**config.mk**
```make
export PLATFORM = sky130hd
export DESIGN_NAME = mem_port_arbiter_flat
export DESIGN_NICKNAME = d
export VERILOG_FILES = /design/src/rtl/mem_port_arbiter_if.sv /design/src/rtl/mem_port_arbiter.sv /design/src/flat_wrapper.sv
export SDC_FILE = /design/constraint.sdc
export NUM_CORES = 1
export LEC_CHECK = 0
export BUFFER_PORTS_ARGS = -buffer_cell sky130_fd_sc_hd__buf_4
export CELL_PAD_IN_SITES_DETAIL_PLACEMENT = 1
export CELL_PAD_IN_SITES_GLOBAL_PLACEMENT = 2
export CORE_MARGIN = 4
export CORE_UTILIZATION = 28
export DETAILED_ROUTE_END_ITERATION = 8
export PLACE_DENSITY = 0.77
export SYNTH_ARGS = -nofsm -noshare
export SYNTH_HDL_FRONTEND = slang
export SYNTH_SLANG_ARGS = --single-unit
```
**constraint.sdc**
```tcl
create_clock -name clk -period 4.61 [get_ports clk]
set_input_delay 0 -clock clk [delete_from_list [all_inputs] [get_ports clk]]
set_output_delay 0 -clock clk [all_outputs]
set_load 0.01 [all_outputs]
```
**src/rtl/mem_port_arbiter_if.sv**
```systemverilog
// Bundle of CPU fetch/data ports and the single memory port seen by mem_port_arbiter.
interface mem_port_arbiter_if #(
  parameter int ADDR_SIZE = 32,
  parameter int WORD_LEN  = 32
);
  logic                 i_req;
  logic [ADDR_SIZE-1:0] i_addr;
  logic                 i_abort;
  logic                 i_done;
  logic [WORD_LEN-1:0]  i_rdata;

  logic                 d_req;
  logic                 d_we;
  logic [ADDR_SIZE-1:0] d_addr;
  logic [WORD_LEN-1:0]  d_wdata;
  logic [2:0]           d_size;
  logic                 d_done;
  logic [WORD_LEN-1:0]  d_rdata;

  logic                 mem_req;
  logic                 mem_we;
  logic [ADDR_SIZE-1:0] mem_addr;
  logic [WORD_LEN-1:0]  mem_wdata;
  logic [2:0]           mem_size;
  logic                 mem_ready;
  logic [WORD_LEN-1:0]  mem_rdata;

  modport slave (
    input  i_req, i_addr, i_abort,
    output i_done, i_rdata,
    input  d_req, d_we, d_addr, d_wdata, d_size,
    output d_done, d_rdata,
    output mem_req, mem_we, mem_addr, mem_wdata, mem_size,
    input  mem_ready, mem_rdata
  );

  modport master (
    output i_req, i_addr, i_abort,
    input  i_done, i_rdata,
    output d_req, d_we, d_addr, d_wdata, d_size,
    input  d_done, d_rdata,
    input  mem_req, mem_we, mem_addr, mem_wdata, mem_size,
    output mem_ready, mem_rdata
  );
endinterface

```
**src/rtl/mem_port_arbiter.sv**
```systemverilog
// Shares one memory port between instruction fetch and data access, one transaction at a time.
// state  | meaning
// IDLE   | no transaction; arbitrate pending requests
// BUSY_I | fetch owns the memory port, waiting for mem_ready
// BUSY_D | data access owns the memory port, waiting for mem_ready
// RESP   | one-cycle done pulse to the owner
module mem_port_arbiter #(
  parameter int ADDR_SIZE   = 32,
  parameter int WORD_LEN    = 32,
  parameter int DATA_STREAK = 4
) (
  input logic              clk,
  input logic              rst,
  mem_port_arbiter_if.slave bus
);
  localparam logic [3:0] STREAK_MAX = 4'(DATA_STREAK);

  typedef enum logic [1:0] {IDLE, BUSY_I, BUSY_D, RESP} stateT;

  stateT                state;
  stateT                nextState;
  logic [3:0]           streak;
  logic                 ownerData;
  logic                 iDiscard;
  logic                 weQ;
  logic [2:0]           sizeQ;
  logic [ADDR_SIZE-1:0] addrQ;
  logic [WORD_LEN-1:0]  wdataQ;
  logic [WORD_LEN-1:0]  iRdataQ;
  logic [WORD_LEN-1:0]  dRdataQ;
  logic                 fetchPending;
  logic                 grantI;
  logic                 grantD;

  assign fetchPending = bus.i_req && !bus.i_abort;

  always_ff @(posedge clk or posedge rst) begin
    if (rst) state <= IDLE;
    else     state <= nextState;
  end

  always_comb begin
    nextState = state;
    grantI    = 1'b0;
    grantD    = 1'b0;
    case (state)
      IDLE: begin
        // Data has priority until it has won STREAK_MAX times in a row over a waiting fetch.
        if (bus.d_req && !(fetchPending && streak == STREAK_MAX)) begin
          grantD    = 1'b1;
          nextState = BUSY_D;
        end else if (fetchPending) begin
          grantI    = 1'b1;
          nextState = BUSY_I;
        end
      end
      BUSY_I, BUSY_D: if (bus.mem_ready) nextState = RESP;
      RESP:           nextState = IDLE;
      default:        nextState = IDLE;
    endcase
  end

  always_ff @(posedge clk or posedge rst) begin
    if (rst) begin
      streak    <= '0;
      ownerData <= 1'b0;
      iDiscard  <= 1'b0;
      weQ       <= 1'b0;
      sizeQ     <= '0;
      addrQ     <= '0;
      wdataQ    <= '0;
      iRdataQ   <= '0;
      dRdataQ   <= '0;
    end else begin
      if (grantD) begin
        ownerData <= 1'b1;
        weQ       <= bus.d_we;
        sizeQ     <= bus.d_size;
        addrQ     <= bus.d_addr;
        wdataQ    <= bus.d_wdata;
        if (!fetchPending)           streak <= '0;
        else if (streak < STREAK_MAX) streak <= streak + 4'd1;
      end
      if (grantI) begin
        ownerData <= 1'b0;
        iDiscard  <= 1'b0;
        weQ       <= 1'b0;
        sizeQ     <= 3'b010;
        addrQ     <= bus.i_addr;
        wdataQ    <= '0;
        streak    <= '0;
      end
      if (state == BUSY_I) begin
        if (bus.i_abort) iDiscard <= 1'b1;
        if (bus.mem_ready && !bus.i_abort && !iDiscard) iRdataQ <= bus.mem_rdata;
      end
      if (state == BUSY_D && bus.mem_ready) dRdataQ <= weQ ? '0 : bus.mem_rdata;
    end
  end

  assign bus.mem_req   = (state == BUSY_I) || (state == BUSY_D);
  assign bus.mem_we    = (state == BUSY_D) && weQ;
  assign bus.mem_addr  = addrQ;
  assign bus.mem_wdata = wdataQ;
  assign bus.mem_size  = sizeQ;
  assign bus.i_done    = (state == RESP) && !ownerData && !iDiscard;
  assign bus.d_done    = (state == RESP) && ownerData;
  assign bus.i_rdata   = iRdataQ;
  assign bus.d_rdata   = dRdataQ;
endmodule

```
**src/flat_wrapper.sv**
```systemverilog
// flat-port wrapper written by rule: the top's interface ports become plain ports
module mem_port_arbiter_flat 
#(
  parameter int ADDR_SIZE   = 32,
  parameter int WORD_LEN    = 32,
  parameter int DATA_STREAK = 4
)
  (clk, rst, bus_i_req, bus_i_addr, bus_i_abort, bus_i_done, bus_i_rdata, bus_d_req, bus_d_we, bus_d_addr, bus_d_wdata, bus_d_size, bus_d_done, bus_d_rdata, bus_mem_req, bus_mem_we, bus_mem_addr, bus_mem_wdata, bus_mem_size, bus_mem_ready, bus_mem_rdata);
  mem_port_arbiter_if #(.ADDR_SIZE(ADDR_SIZE), .WORD_LEN(WORD_LEN)) bus_i ();
  input logic clk;
  input logic rst;
  input wire logic [$bits(bus_i.i_req)-1:0] bus_i_req;
  input wire logic [$bits(bus_i.i_addr)-1:0] bus_i_addr;
  input wire logic [$bits(bus_i.i_abort)-1:0] bus_i_abort;
  output wire logic [$bits(bus_i.i_done)-1:0] bus_i_done;
  output wire logic [$bits(bus_i.i_rdata)-1:0] bus_i_rdata;
  input wire logic [$bits(bus_i.d_req)-1:0] bus_d_req;
  input wire logic [$bits(bus_i.d_we)-1:0] bus_d_we;
  input wire logic [$bits(bus_i.d_addr)-1:0] bus_d_addr;
  input wire logic [$bits(bus_i.d_wdata)-1:0] bus_d_wdata;
  input wire logic [$bits(bus_i.d_size)-1:0] bus_d_size;
  output wire logic [$bits(bus_i.d_done)-1:0] bus_d_done;
  output wire logic [$bits(bus_i.d_rdata)-1:0] bus_d_rdata;
  output wire logic [$bits(bus_i.mem_req)-1:0] bus_mem_req;
  output wire logic [$bits(bus_i.mem_we)-1:0] bus_mem_we;
  output wire logic [$bits(bus_i.mem_addr)-1:0] bus_mem_addr;
  output wire logic [$bits(bus_i.mem_wdata)-1:0] bus_mem_wdata;
  output wire logic [$bits(bus_i.mem_size)-1:0] bus_mem_size;
  input wire logic [$bits(bus_i.mem_ready)-1:0] bus_mem_ready;
  input wire logic [$bits(bus_i.mem_rdata)-1:0] bus_mem_rdata;
  assign bus_i.i_req = bus_i_req;
  assign bus_i.i_addr = bus_i_addr;
  assign bus_i.i_abort = bus_i_abort;
  assign bus_i_done = bus_i.i_done;
  assign bus_i_rdata = bus_i.i_rdata;
  assign bus_i.d_req = bus_d_req;
  assign bus_i.d_we = bus_d_we;
  assign bus_i.d_addr = bus_d_addr;
  assign bus_i.d_wdata = bus_d_wdata;
  assign bus_i.d_size = bus_d_size;
  assign bus_d_done = bus_i.d_done;
  assign bus_d_rdata = bus_i.d_rdata;
  assign bus_mem_req = bus_i.mem_req;
  assign bus_mem_we = bus_i.mem_we;
  assign bus_mem_addr = bus_i.mem_addr;
  assign bus_mem_wdata = bus_i.mem_wdata;
  assign bus_mem_size = bus_i.mem_size;
  assign bus_i.mem_ready = bus_mem_ready;
  assign bus_i.mem_rdata = bus_mem_rdata;
  mem_port_arbiter #(.ADDR_SIZE(ADDR_SIZE), .WORD_LEN(WORD_LEN), .DATA_STREAK(DATA_STREAK)) u_core (.clk(clk), .rst(rst), .bus(bus_i));
endmodule
```
==> results of run 1 <==
state kept, by name (all words and copies together), names as in the netlist:
name	flops
u_core.bus.d_rdata	32
u_core.bus.i_rdata	32
u_core.bus.mem_addr	32
u_core.bus.mem_size	3
u_core.bus.mem_wdata	32
u_core.iDiscard	1
u_core.ownerData	1
u_core.state	2
u_core.streak	4
u_core.weQ	1
worst max-delay path: cells and delay by family (launching register included):
family                   cells  cell delay, ns
AND/OR/NAND/NOR              2            1.10
buffers and inverters        2            0.67
AO/OA/AOI/OAI                2            0.57
flip-flops                   1            0.38
adder cells (fa/ha/maj)      1            0.18
per-layer routing:
layer,share of wire,GRT usage,vias to the layer above
met2,0.51,0.310,217
met5,0,0,-
met3,0.073,0.0545,34
met1,0.40,0.211,2559
li1,-,-,2413
met4,0.021,0.0680,0
cell families after synthesis:
family	count (synthesis)	synth area share
mux	33	0.0647
simple gates	116	0.112
compound gates	118	0.167
fa+ha+maj	6	0.0131
xor+xnor	1	0.00153
buf+inv	38	0.0318
flops	140	0.610
cells in the final DEF (no fill, tap or decap), drive strengths merged:
cell type,n
a22o,37
a21oi,5
dfrtp,140
nor3b,1
or2,1
a211oi,1
nand2,38
mux2,33
clkinvlp,1
a32o,1
buf,276
nand2b,65
nand3b,2
a2bb2oi,1
and2,2
nor2b,2
o21bai,1
inv,10
clkbuf,20
bufinv,4
nor4bb,1
xnor2,1
dlygate4sd3,136
o21ai,37
nor2,3
o221a,32
a21o,1
ha,6
a21boi,1
o22ai,1
nor4b,1
clkinv,3
through the flow:
step	cell area (sq um)	total power, mW	util	hold slack [ns]	setup slack (ns)
after floorplan	5740	3.39	-	0.0891	0.857
after global routing	10000	6.92	0.496	0.0861	1.42
final	10000	6.50	0.496	0.0606	1.62
after CTS	10000	6.54	0.496	0.0379	1.64
after global placement	8030	4.65	0.398	0.197	2.32
after detailed placement	8030	4.75	0.398	0.222	2.17
repair_timing:
action,in CTS,in global routing
endpoints found under the hold margin,222,0
hold buffers,136,0
setup buffers,0,0
power by group through the flow:
stage	Combinational [mW]	Sequential, mW	Clock, mW
3_5_place_dp	2.54	2.22	0
3_3_place_gp	2.46	2.20	0
2_1_floorplan	1.01	2.37	0
4_1_cts	2.84	2.21	1.49
5_1_grt	3.07	2.30	1.55
6_report	2.83	2.22	1.45
final timing paths:
| path | from | end | cells past startpoint |
|---|---|---|---|
| max reg2reg | u_core.streak[0]$_DFFE_PP0P_ | u_core.bus.mem_addr[28]$_DFFE_PP0P_ | 7 |
| min in group asynchronous | rst | u_core.bus.mem_wdata[24]$_DFFE_PP0P_ | 3 |
| min reg2reg | u_core.bus.d_rdata[28]$_DFFE_PP0P_ | u_core.bus.d_rdata[28]$_DFFE_PP0P_ | 2 |
| min | bus_i_req | u_core.streak[3]$_DFFE_PP0P_ | 4 |
| max | u_core.streak[0]$_DFFE_PP0P_ | u_core.bus.mem_addr[28]$_DFFE_PP0P_ | 7 |
| max in group asynchronous | rst | u_core.bus.mem_wdata[21]$_DFFE_PP0P_ | 4 |
final cells by class:
type	count	share of cell area
Sequential cell	140	0.350
Timing Repair Buffer	412	0.343
Multi-Input combinational cell	274	0.208
Clock buffer	20	0.0456
Tap cell	270	0.0338
Clock inverter	10	0.0164
Inverter	8	0.00350
==> impl_table.tex, run 1 <==
\begin{tabular}{lr}
\hline
Metric & Value \\
\hline
\multicolumn{2}{l}{\textbf{Status}} \\
\quad Result of the run & finished clean \\
\multicolumn{2}{l}{\textbf{Setup path}} \\
\quad Setup CP Type & reg2reg \\
\quad Longest individual stage delay on the worst path & 0.98 ns \\
\quad Critical Path End Type & register \\
\quad Setup slack of the most critical reg-to-reg path & 1.62 ns \\
\quad Data arrival time of the critical path & roughly 3.3 ns \\
\quad Worst EP required & 4.96 ns \\
\quad Highest net fanout along the worst path & 34 \\
\quad Series of cell instances along the critical path & inv\_1, ha\_1, nand3b\_1, o21ai\_2, or2\_1, o221a\_1, dlygate4sd3\_1 \\
\quad Startpoint types & register \\
\quad Slowest-stage cell, CP & sky130\_fd\_sc\_hd\_\_or2\_1 \\
\multicolumn{2}{l}{\textbf{Floorplan}} \\
\quad Effective utilization at floorplan & 0.285 \\
\quad Die span in y & $\sim$150 um \\
\quad Area of the core & 0.0202 sq mm \\
\quad I/O pin total & 273 \\
\quad Floorplan die width & about 150 um \\
\quad Number of cell rows & 52 \\
\quad Die Area & about 0.023 sq mm \\
\multicolumn{2}{l}{\textbf{Placement}} \\
\quad Final Wtd Congestion & approximately 0.77 \\
\quad DP Cell Count & between 900 and 1k \\
\quad Detailed placement HPWL & 13.3 mm \\
\quad Port Buffers & approximately 270 \\
\multicolumn{2}{l}{\textbf{Final layout}} \\
\quad Final \#Nets & about 1000 \\
\quad Synth-to-layout area growth & 74.4\% \\
\quad Ratio of cells with drive above 1 in the final layout & 0.391 \\
\quad Final standard cell count with taps included and fillers excluded & roughly 1.1k \\
\quad Area of the multi-input gates & a little over 0.002 sq mm \\
\quad \# diodes & 0 \\
\quad Fill cell instance count of the final layout & between 2k and 2.5k \\
\quad FF/Latch Area & 0.00350 sq mm \\
\multicolumn{2}{l}{\textbf{GRT}} \\
\quad Congestion Overflow GR & 0 \\
\quad Pin count of the biggest net entering global routing & 87 \\
\quad Global-route wire length before repair & between 30 and 40 mm \\
\quad Via count of the first global-routing pass & roughly 5.9k \\
\quad Antenna violations before repair & 0 \\
\quad Total routing resource utilization after global routing & 0.180 \\
\multicolumn{2}{l}{\textbf{Timing}} \\
\quad Skew final & approximately 0.015 ns \\
\quad Relative slew margins & 0.150 \\
\quad Share of the cycle needed by the critical path after routing & 0.648 \\
\quad Tightest Pin Transition & roughly 1.3 ns \\
\quad Max-slew violation count & 0 \\
\quad Achievable frequency & about 330 MHz \\
\quad Min Clock Period, post-route & approximately 3 ns \\
\quad Setup Viol. Count Final & 0 \\
\quad Setup repair after global routing missed its margin & false \\
\quad Final hold violation count & 0 \\
\quad Setup TNS & 0 ns \\
\multicolumn{2}{l}{\textbf{Clock network}} \\
\quad Skew-Pair Late Insertion Delay & about 0.41 ns \\
\quad Number of buffers created by CTS & 17 \\
\quad Count of instances resized after the clock tree is built & 0 \\
\quad Number of H-tree levels & 4 \\
\quad Clk Tree Root Cell & sky130\_fd\_sc\_hd\_\_clkbuf\_16 \\
\quad Clock slew at reported path FFs & roughly 0.060 ns \\
\quad Clock tree from TritonCTS & done \\
\quad Clock Tree Buf Depth & 2 \\
\quad CTS sink cnt & 140 \\
\multicolumn{2}{l}{\textbf{Synth}} \\
\quad Mean post-synth cell area & 12.7 sq um \\
\quad Gate count of the mapped netlist & 452 \\
\quad Leading cell type by number of instances after synthesis & sky130\_fd\_sc\_hd\_\_dfrtp\_1 \\
\quad Portion of the post-synthesis area used by sequential elements & 0.610 \\
\quad Dominant cell type by area after synthesis & sky130\_fd\_sc\_hd\_\_dfrtp\_1 \\
\quad Share of Yosys cell area claimed by the top area cell type & 0.610 \\
\quad Post-synthesis cell type count & 37 \\
\quad Number of flops mapped to enable cells by yosys & 0 \\
\quad Dominant cells by area after synthesis & sky130\_fd\_sc\_hd\_\_dfrtp\_1 (61\%), sky130\_fd\_sc\_hd\_\_nand2b\_1 (7.0\%), sky130\_fd\_sc\_hd\_\_o221a\_1 (6.3\%) \\
\quad Synth top cells by count & sky130\_fd\_sc\_hd\_\_dfrtp\_1 (140), sky130\_fd\_sc\_hd\_\_nand2b\_1 (64), sky130\_fd\_sc\_hd\_\_nand2\_1 (38) \\
\quad Post-Synthesis Cell Area & 0.00574 sq mm \\
\quad Async S/R FF share, synth & 1.00 \\
\quad FF+latch count, synth & 140 \\
\quad Yosys warnings & 0 \\
\quad Syn\_nets & between 500 and 600 \\
\quad Dominant register cell in the synthesized netlist & sky130\_fd\_sc\_hd\_\_dfrtp\_1 \\
\multicolumn{2}{l}{\textbf{Pwr}} \\
\quad Gate power share & 0.436 \\
\quad Max IR drop VDD & $\sim$250 uV \\
\quad Clock share of power & 0.223 \\
\quad Register share of total power & 0.341 \\
\quad Net switching component of the power & 2.14 mW \\
\quad Total leakage power & 4.75 nW \\
\quad Net switching fraction of the power & 0.329 \\
\quad Internal power of the cells & around 4.4 mW \\
\quad Pwr Density & approximately 650 mW/mm\^{}2 \\
\multicolumn{2}{l}{\textbf{Run}} \\
\quad Max Cap Viol & 0 \\
\multicolumn{2}{l}{\textbf{Routing}} \\
\quad Remaining antenna violation count & 0 \\
\quad Number of DRC violations after detailed routing & 0 \\
\quad WL per Instance & between 15 and 20 um \\
\quad First-pass iteration count of the detailed router & 4 \\
\quad Iteration-0 DRC Markers & 150 \\
\quad Vias per inst & between 4 and 5 \\
\quad Total vias in the final route & $\sim$5.2k \\
\quad Sum of routed wire length over all layers & between 20 and 25 mm \\
\multicolumn{2}{l}{\textbf{Min path}} \\
\quad Min-Delay Path Class & in2reg \\
\hline
\end{tabular}
No activity file was read; power rests on OpenSTA's default activity.
==> inputs of run 2 (changes only) <==
==> constraint.sdc (replaced) <==
create_clock -name clk -period 3 [get_ports clk]
set_input_delay 0 -clock clk [delete_from_list [all_inputs] [get_ports clk]]
set_output_delay 0 -clock clk [all_outputs]
set_load 0.01 [all_outputs]
==> run 2 against run 1 <==
Effect of this change: via count increased by 1.2%; wire length rose by 0.45%; largest power group unchanged; clock skew fell by 0.0061 ns; sequential share of layout area fell by 0.15 points; highest routed layer unchanged.
==> impl_table.tex, run 2 (synthesized netlist as in run 1, its figures left out) <==
\begin{tabular}{lr}
\hline
Metric & Value \\
\hline
\multicolumn{2}{l}{\textbf{Setup path}} \\
\quad Startpoint of the most critical register-to-register path & u\_core.state[0]\$\_DFFE\_PP0P\_ \\
\quad Critical Path End Type & register \\
\quad Worst EP required & 3.30 ns \\
\quad Setup CP Type & reg2reg \\
\quad Data arrival time of the critical path & roughly 3 ns \\
\quad Startpoint types & register \\
\quad Startpoint of the most critical setup path & u\_core.state[0]\$\_DFFE\_PP0P\_ \\
\quad Highest net fanout along the worst path & 36 \\
\multicolumn{2}{l}{\textbf{Floorplan}} \\
\quad Effective utilization at floorplan & 0.285 \\
\quad Die Area & between 0.02 and 0.025 sq mm \\
\quad I/O pin total & 273 \\
\quad Floorplan die width & 151 um \\
\quad Number of cell rows & between 50 and 60 \\
\quad Area of the core & between 0.02 and 0.025 sq mm \\
\quad Die span in y & 151 um \\
\multicolumn{2}{l}{\textbf{Routing}} \\
\quad Vias per inst & approximately 4.6 \\
\quad First-pass iteration count of the detailed router & 4 \\
\quad WL per Instance & around 18 um \\
\quad Total vias in the final route & around 5.3k \\
\quad Number of DRC violations after detailed routing & 0 \\
\quad Iteration-0 DRC Markers & approximately 120 \\
\quad Sum of routed wire length over all layers & between 20 and 25 mm \\
\quad Remaining antenna violation count & 0 \\
\multicolumn{2}{l}{\textbf{Clock network}} \\
\quad Skew-Pair Late Insertion Delay & between 0.4 and 0.5 ns \\
\quad Number of H-tree levels & 4 \\
\quad Number of buffers created by CTS & 17 \\
\quad CTS sink cnt & 140 \\
\quad Clk Tree Root Cell & sky130\_fd\_sc\_hd\_\_clkbuf\_16 \\
\quad Clock tree from TritonCTS & done \\
\quad Clock Tree Buf Depth & 2 \\
\quad Clock slew at reported path FFs & around 0.06 ns \\
\quad Post-CTS Repair Setup Buffers & 0 \\
\multicolumn{2}{l}{\textbf{Final layout}} \\
\quad Final standard cell count with taps included and fillers excluded & between 1k and 1.5k \\
\quad Most used cells in the layout excluding fill and tap cells & sky130\_fd\_sc\_hd\_\_buf\_4 (276), sky130\_fd\_sc\_hd\_\_dfrtp\_1 (140), sky130\_fd\_sc\_hd\_\_dlygate4sd3\_1 (136), sky130\_fd\_sc\_hd\_\_nand2b\_1 (64) \\
\quad Ratio of cells with drive above 1 in the final layout & 0.396 \\
\quad Most common library cell in the layout ignoring fill and taps & sky130\_fd\_sc\_hd\_\_buf\_4 \\
\quad Final \#Nets & around 1000 \\
\quad Synth-to-layout area growth & 75.1\% \\
\multicolumn{2}{l}{\textbf{Status}} \\
\quad Result of the run & finished clean \\
\multicolumn{2}{l}{\textbf{Timing}} \\
\quad Max-slew violation count & 0 \\
\quad Setup TNS & 0 ns \\
\quad Tightest Pin Transition & between 1 and 1.5 ns \\
\quad Setup Viol. Count Final & 0 \\
\quad Achievable frequency & $\sim$370 MHz \\
\quad Setup repair after global routing missed its margin & false \\
\quad Min Clock Period, post-route & around 2.7 ns \\
\quad Skew final & between 0.008 and 0.009 ns \\
\quad Share of the cycle needed by the critical path after routing & 0.909 \\
\quad Relative slew margins & 0.300 \\
\quad Final hold violation count & 0 \\
\multicolumn{2}{l}{\textbf{GRT}} \\
\quad GR Util met2 & 0.323 \\
\quad Congestion Overflow GR & 0 \\
\quad Antenna violations before repair & 1 \\
\quad Total routing resource utilization after global routing & 0.185 \\
\quad Pin count of the biggest net entering global routing & 75 \\
\quad Via count of the first global-routing pass & between 6k and 7k \\
\quad GR met1 Demand/Resource & 0.219 \\
\quad Met3 GRT Util & 0.0536 \\
\quad Most used routing layer & met2 \\
\quad Global-route wire length before repair & $\sim$33 mm \\
\multicolumn{2}{l}{\textbf{Pwr}} \\
\quad Max IR drop VDD & between 300 and 400 uV \\
\quad Total leakage power & $\sim$4.8 nW \\
\quad Pwr Density & approximately 1000 mW/mm\^{}2 \\
\quad Total power of the final layout & between 10 and 15 mW \\
\multicolumn{2}{l}{\textbf{Run}} \\
\quad Max Cap Viol & 0 \\
\multicolumn{2}{l}{\textbf{Min path}} \\
\quad Min-Delay Startpoint & bus\_i\_req \\
\quad Min-Delay Path Class & in2reg \\
\multicolumn{2}{l}{\textbf{Placement}} \\
\quad Detailed placement HPWL & 13.5 mm \\
\quad Final Wtd Congestion & between 0.7 and 0.8 \\
\quad DP Cell Count & roughly 970 \\
\quad Port Buffers & between 200 and 300 \\
\hline
\end{tabular}
[run 2: timing repair]
action / in CTS / in global routing
hold buffers: 136 / 0
resized for setup: 0 / 1
endpoints found under the setup margin: 0 / 24
endpoints found under the hold margin: 166 / 0
[run 2: layout make-up]
cell class	count	area, sq um
clock inverter	14	193
antenna	3	7.51
timing repair buffer	413	3450
sequential	140	3500
clock buffer	18	439
tap	270	338
fill	2126	10100
inverter	8	33.8
multi-input combinational	274	2080
[run 2: metal layers]
layer	share of wire	wire [um]	vias up
met5	0	0	-
met2	0.51	10600	211
met4	0.015	317	0
met3	0.073	1530	27
li1	-	-	2424
met1	0.40	8350	2624
[run 2: power breakdown]
group / internal, mW / switching (mW)
sequential: 2.79 / 0.624
combinational: 2.48 / 1.89
clock: 1.42 / 0.851
[run 2: final timing paths]
| path | end | cells past startpoint | slack, ns |
|---|---|---|---|
| hold / removal | u_core.streak[3]$_DFFE_PP0P_ | 4 | 0.05 |
| setup reg to reg | u_core.bus.mem_addr[25]$_DFFE_PP0P_ | 7 | 0.27 |
| min in group asynchronous | u_core.bus.mem_size[0]$_DFFE_PP0P_ | 3 | 0.29 |
| setup / recovery | u_core.bus.mem_addr[25]$_DFFE_PP0P_ | 7 | 0.27 |
| max in group asynchronous | u_core.bus.mem_wdata[5]$_DFFE_PP0P_ | 4 | 1.76 |
| hold reg to reg | u_core.bus.d_rdata[13]$_DFFE_PP0P_ | 2 | 0.49 |
[run 2: through the flow]
step           cell area, sq um  hold slack, ns   util  setup WS (ns)
3_5_place_dp               8050           0.172  0.399          0.699
3_3_place_gp               8050           0.155  0.399          0.872
5_1_grt                   10000          0.0696  0.498         0.0745
4_1_cts                   10000          0.0351  0.498          0.185
6_report                  10100          0.0471  0.498          0.273
2_1_floorplan              5740          0.0891      -           1.25
[run 2: critical path, stage by stage (launching register included)]
cell,delay (ns)
sky130_fd_sc_hd__dfrtp_1,0.40
sky130_fd_sc_hd__inv_1,0.09
sky130_fd_sc_hd__ha_1,0.33
sky130_fd_sc_hd__o21ai_4,0.41
sky130_fd_sc_hd__buf_4,0.51
sky130_fd_sc_hd__nand2b_1,0.12
sky130_fd_sc_hd__o221a_1,0.14
sky130_fd_sc_hd__dlygate4sd3_1,0.56
==> inputs of run 3 (changes only) <==
--- a/config.mk
+++ b/config.mk
@@ -11,6 +11,7 @@
 export CORE_MARGIN = 4
 export CORE_UTILIZATION = 28
 export DETAILED_ROUTE_END_ITERATION = 8
+export GPL_TIMING_DRIVEN = 0
 export PLACE_DENSITY = 0.77
 export SYNTH_ARGS = -nofsm -noshare
 export SYNTH_HDL_FRONTEND = slang
==> run 3 against run 2 <==
Effect of this change: clock skew is 0.0033 ns higher; clock power is 6% higher; register-to-register slack better by 0.17 ns; design area is 1.8% higher; critical path type unchanged.
==> impl_table.tex, run 3 (synthesized netlist as in run 1, its figures left out) <==
\begin{tabular}{lr}
\hline
Metric & Value \\
\hline
\multicolumn{2}{l}{\textbf{Timing}} \\
\quad Skew final & around 0.012 ns \\
\quad Relative slew margins & 0.645 \\
\quad Tightest Pin Transition & between 0.5 and 0.6 ns \\
\quad Setup repair after global routing missed its margin & false \\
\quad Max-slew violation count & 0 \\
\quad Min Clock Period, post-route & 2.56 ns \\
\quad Achievable frequency & a little under 400 MHz \\
\quad Share of the cycle needed by the critical path after routing & 0.852 \\
\quad Final hold violation count & 0 \\
\quad Setup Viol. Count Final & 0 \\
\quad Setup TNS & 0 ns \\
\quad Worst Hold Slack & slightly below 0.04 ns \\
\multicolumn{2}{l}{\textbf{Setup path}} \\
\quad Reg2reg path depth & 7 \\
\quad Setup CP Type & reg2reg \\
\quad Highest net fanout along the worst path & 10 \\
\quad Critical path capture point & u\_core.bus.mem\_addr[16]\$\_DFFE\_PP0P\_ \\
\quad Slowest-stage cell, CP & sky130\_fd\_sc\_hd\_\_dlygate4sd3\_1 \\
\quad Startpoint of the most critical register-to-register path & u\_core.state[1]\$\_DFFE\_PP0P\_ \\
\quad Crit path buf inv count & 3 \\
\quad Series of cell instances along the critical path & inv\_1, ha\_1, nand2\_1, a21o\_1, clkbuf\_1, o221a\_1, dlygate4sd3\_1 \\
\quad Data arrival time of the critical path & roughly 2.9 ns \\
\quad Setup slack of the most critical reg-to-reg path & 0.44 ns \\
\quad Startpoint types & register \\
\quad Top Family by Delay on Critical Path & buffers and inverters \\
\quad Startpoint of the most critical setup path & u\_core.state[1]\$\_DFFE\_PP0P\_ \\
\quad Depth of the critical timing path with buffers and inverters included & 7 \\
\quad Worst EP required & between 3 and 4 ns \\
\quad Longest individual stage delay on the worst path & approximately 0.57 ns \\
\quad Critical Path End Type & register \\
\quad Critical R2R Capture & u\_core.bus.mem\_addr[16]\$\_DFFE\_PP0P\_ \\
\multicolumn{2}{l}{\textbf{Final layout}} \\
\quad \# diodes & 0 \\
\quad Fill cell instance count of the final layout & $\sim$2.2k \\
\quad Ratio of cells with drive above 1 in the final layout & 0.395 \\
\quad Most common library cell in the layout ignoring fill and taps & sky130\_fd\_sc\_hd\_\_buf\_4 \\
\quad Util after Layout & 0.508 \\
\quad Most used cells in the layout excluding fill and tap cells & sky130\_fd\_sc\_hd\_\_buf\_4 (273), sky130\_fd\_sc\_hd\_\_dfrtp\_1 (140), sky130\_fd\_sc\_hd\_\_dlygate4sd3\_1 (136), sky130\_fd\_sc\_hd\_\_nand2b\_1 (64), sky130\_fd\_sc\_hd\_\_nand2\_1 (38) \\
\quad Final standard cell count with taps included and fillers excluded & between 1k and 1.5k \\
\quad Final \#Nets & slightly above 1k \\
\quad Synth-to-layout area growth & 78.4\% \\
\multicolumn{2}{l}{\textbf{Floorplan}} \\
\quad I/O pin total & between 200 and 300 \\
\quad Die span in y & 151 um \\
\quad Effective utilization at floorplan & 0.285 \\
\quad Floorplan die width & 151 um \\
\quad Die Area & 0.0229 sq mm \\
\quad Area of the core & approximately 0.020 sq mm \\
\quad Number of cell rows & between 50 and 60 \\
\multicolumn{2}{l}{\textbf{GRT}} \\
\quad Antenna violations before repair & 0 \\
\quad Global-route wire length before repair & around 34 mm \\
\quad Pin count of the biggest net entering global routing & 41 \\
\quad Via count of the first global-routing pass & 6233 \\
\quad Total routing resource utilization after global routing & 0.192 \\
\quad Congestion Overflow GR & 0 \\
\multicolumn{2}{l}{\textbf{Pwr}} \\
\quad Max IR drop VDD & roughly 370 uV \\
\quad Pwr Density & 1000 mW/mm\^{}2 \\
\quad Total leakage power & $\sim$4.9 nW \\
\multicolumn{2}{l}{\textbf{Routing}} \\
\quad First-pass iteration count of the detailed router & 4 \\
\quad Iteration-0 DRC Markers & between 150 and 200 \\
\quad Remaining antenna violation count & 0 \\
\quad WL per Instance & about 19 um \\
\quad Sum of routed wire length over all layers & roughly 22 mm \\
\quad Number of DRC violations after detailed routing & 0 \\
\quad Vias per inst & roughly 4.6 \\
\quad Total vias in the final route & 5384 \\
\multicolumn{2}{l}{\textbf{Clock network}} \\
\quad Count of instances resized after the clock tree is built & 0 \\
\quad Clock Tree Buf Depth & 2 \\
\quad Number of buffers created by CTS & 17 \\
\quad CTS sink cnt & 140 \\
\quad Clock tree from TritonCTS & done \\
\quad Clk Tree Root Cell & sky130\_fd\_sc\_hd\_\_clkbuf\_16 \\
\quad Skew-Pair Late Insertion Delay & about 0.42 ns \\
\quad Number of H-tree levels & 4 \\
\quad Clock slew at reported path FFs & roughly 0.06 ns \\
\multicolumn{2}{l}{\textbf{Placement}} \\
\quad DP Cell Count & roughly 1000 \\
\quad Detailed placement HPWL & around 15 mm \\
\quad Port Buffers & around 270 \\
\quad Final Wtd Congestion & 0.760 \\
\multicolumn{2}{l}{\textbf{Min path}} \\
\quad Min-Delay Path Class & in2reg \\
\multicolumn{2}{l}{\textbf{Run}} \\
\quad Max Cap Viol & 0 \\
\multicolumn{2}{l}{\textbf{Status}} \\
\quad Result of the run & finished clean \\
\hline
\end{tabular}
-- run 3: cell count changes in the layout (fill, tap and decap cells not counted), sizes merged --
cell,before,now
buf,277,291
bufinv,4,5
clkbuf,18,33
clkinv,5,3
clkinvlp,4,2
diode,3,0
inv,9,12
-- run 3: worst reg2reg max path, cell delays in order, from the launching register on --
cell and delay (ns):
sky130_fd_sc_hd__dfrtp_1 0.41, sky130_fd_sc_hd__inv_1 0.12, sky130_fd_sc_hd__ha_1 0.34, sky130_fd_sc_hd__nand2_1 0.16
sky130_fd_sc_hd__a21o_1 0.25, sky130_fd_sc_hd__clkbuf_1 0.28, sky130_fd_sc_hd__o221a_1 0.31, sky130_fd_sc_hd__dlygate4sd3_1 0.57
-- run 3: cell type report --
| type | instances | area, sq um | area share |
|---|---|---|---|
| Clock buffer | 18 | 439 | 0.0429 |
| Buffer | 30 | 153 | 0.0149 |
| Timing Repair Buffer | 412 | 3480 | 0.340 |
| Tap cell | 270 | 338 | 0.0330 |
| Sequential cell | 140 | 3500 | 0.342 |
| Clock inverter | 14 | 233 | 0.0227 |
| Multi-Input combinational cell | 274 | 2050 | 0.201 |
| Inverter | 8 | 33.8 | 0.00330 |
-- run 3: routing by layer --
metal / vias up / part of all wire / GRT usage
li1: 2472 / - / -
met1: 2680 / 0.40 / 0.227
met2: 198 / 0.51 / 0.338
met3: 34 / 0.073 / 0.0575
met4: 0 / 0.016 / 0.0530
met5: - / 0 / 0
-- run 3: repair_timing --
| action | 4_1_cts | 5_1_grt |
|---|---|---|
| setup buffers | 0 | 0 |
| hold buffers | 136 | 0 |
| hold endpoints to repair | 214 | 0 |
-- run 3: how the worst min path moves through the flow --
stage / slack, ns / cells after the start / from / to
after floorplan: 0.09 / 1 / bus_mem_ready / u_core.state[0]$_DFFE_PP0P_
after global placement: 0.23 / 2 / bus_d_wdata[15] / u_core.bus.mem_wdata[15]$_DFFE_PP0P_
after detailed placement: -0.02 / 2 / rst / u_core.bus.mem_wdata[6]$_DFFE_PP0P_
after CTS: 0.03 / 4 / bus_i_req / u_core.streak[3]$_DFFE_PP0P_
after global routing: 0.05 / 4 / bus_i_req / u_core.streak[3]$_DFFE_PP0P_
final: 0.04 / 4 / bus_i_req / u_core.streak[3]$_DFFE_PP0P_
-- run 3: power by group --
part / switching, mW / total (mW) / leakage [nW] / internal (mW)
clock network: 0.889 / 2.41 / 0.326 / 1.52
logic: 1.96 / 4.50 / 2.82 / 2.54
registers: 0.570 / 3.36 / 1.72 / 2.79
total: 3.42 / 10.3 / 4.87 / 6.85
-- run 3: stage by stage --
step | total power, mW | cell area [sq um] | setup WS, ns
2_1_floorplan | 5.21 | 5740 | 1.25
4_1_cts | 10.3 | 10200 | 0.421
3_3_place_gp | 7.22 | 8120 | 0.311
3_5_place_dp | 7.38 | 8200 | 0.851
6_report | 10.3 | 10200 | 0.445
5_1_grt | 10.9 | 10200 | 0.249
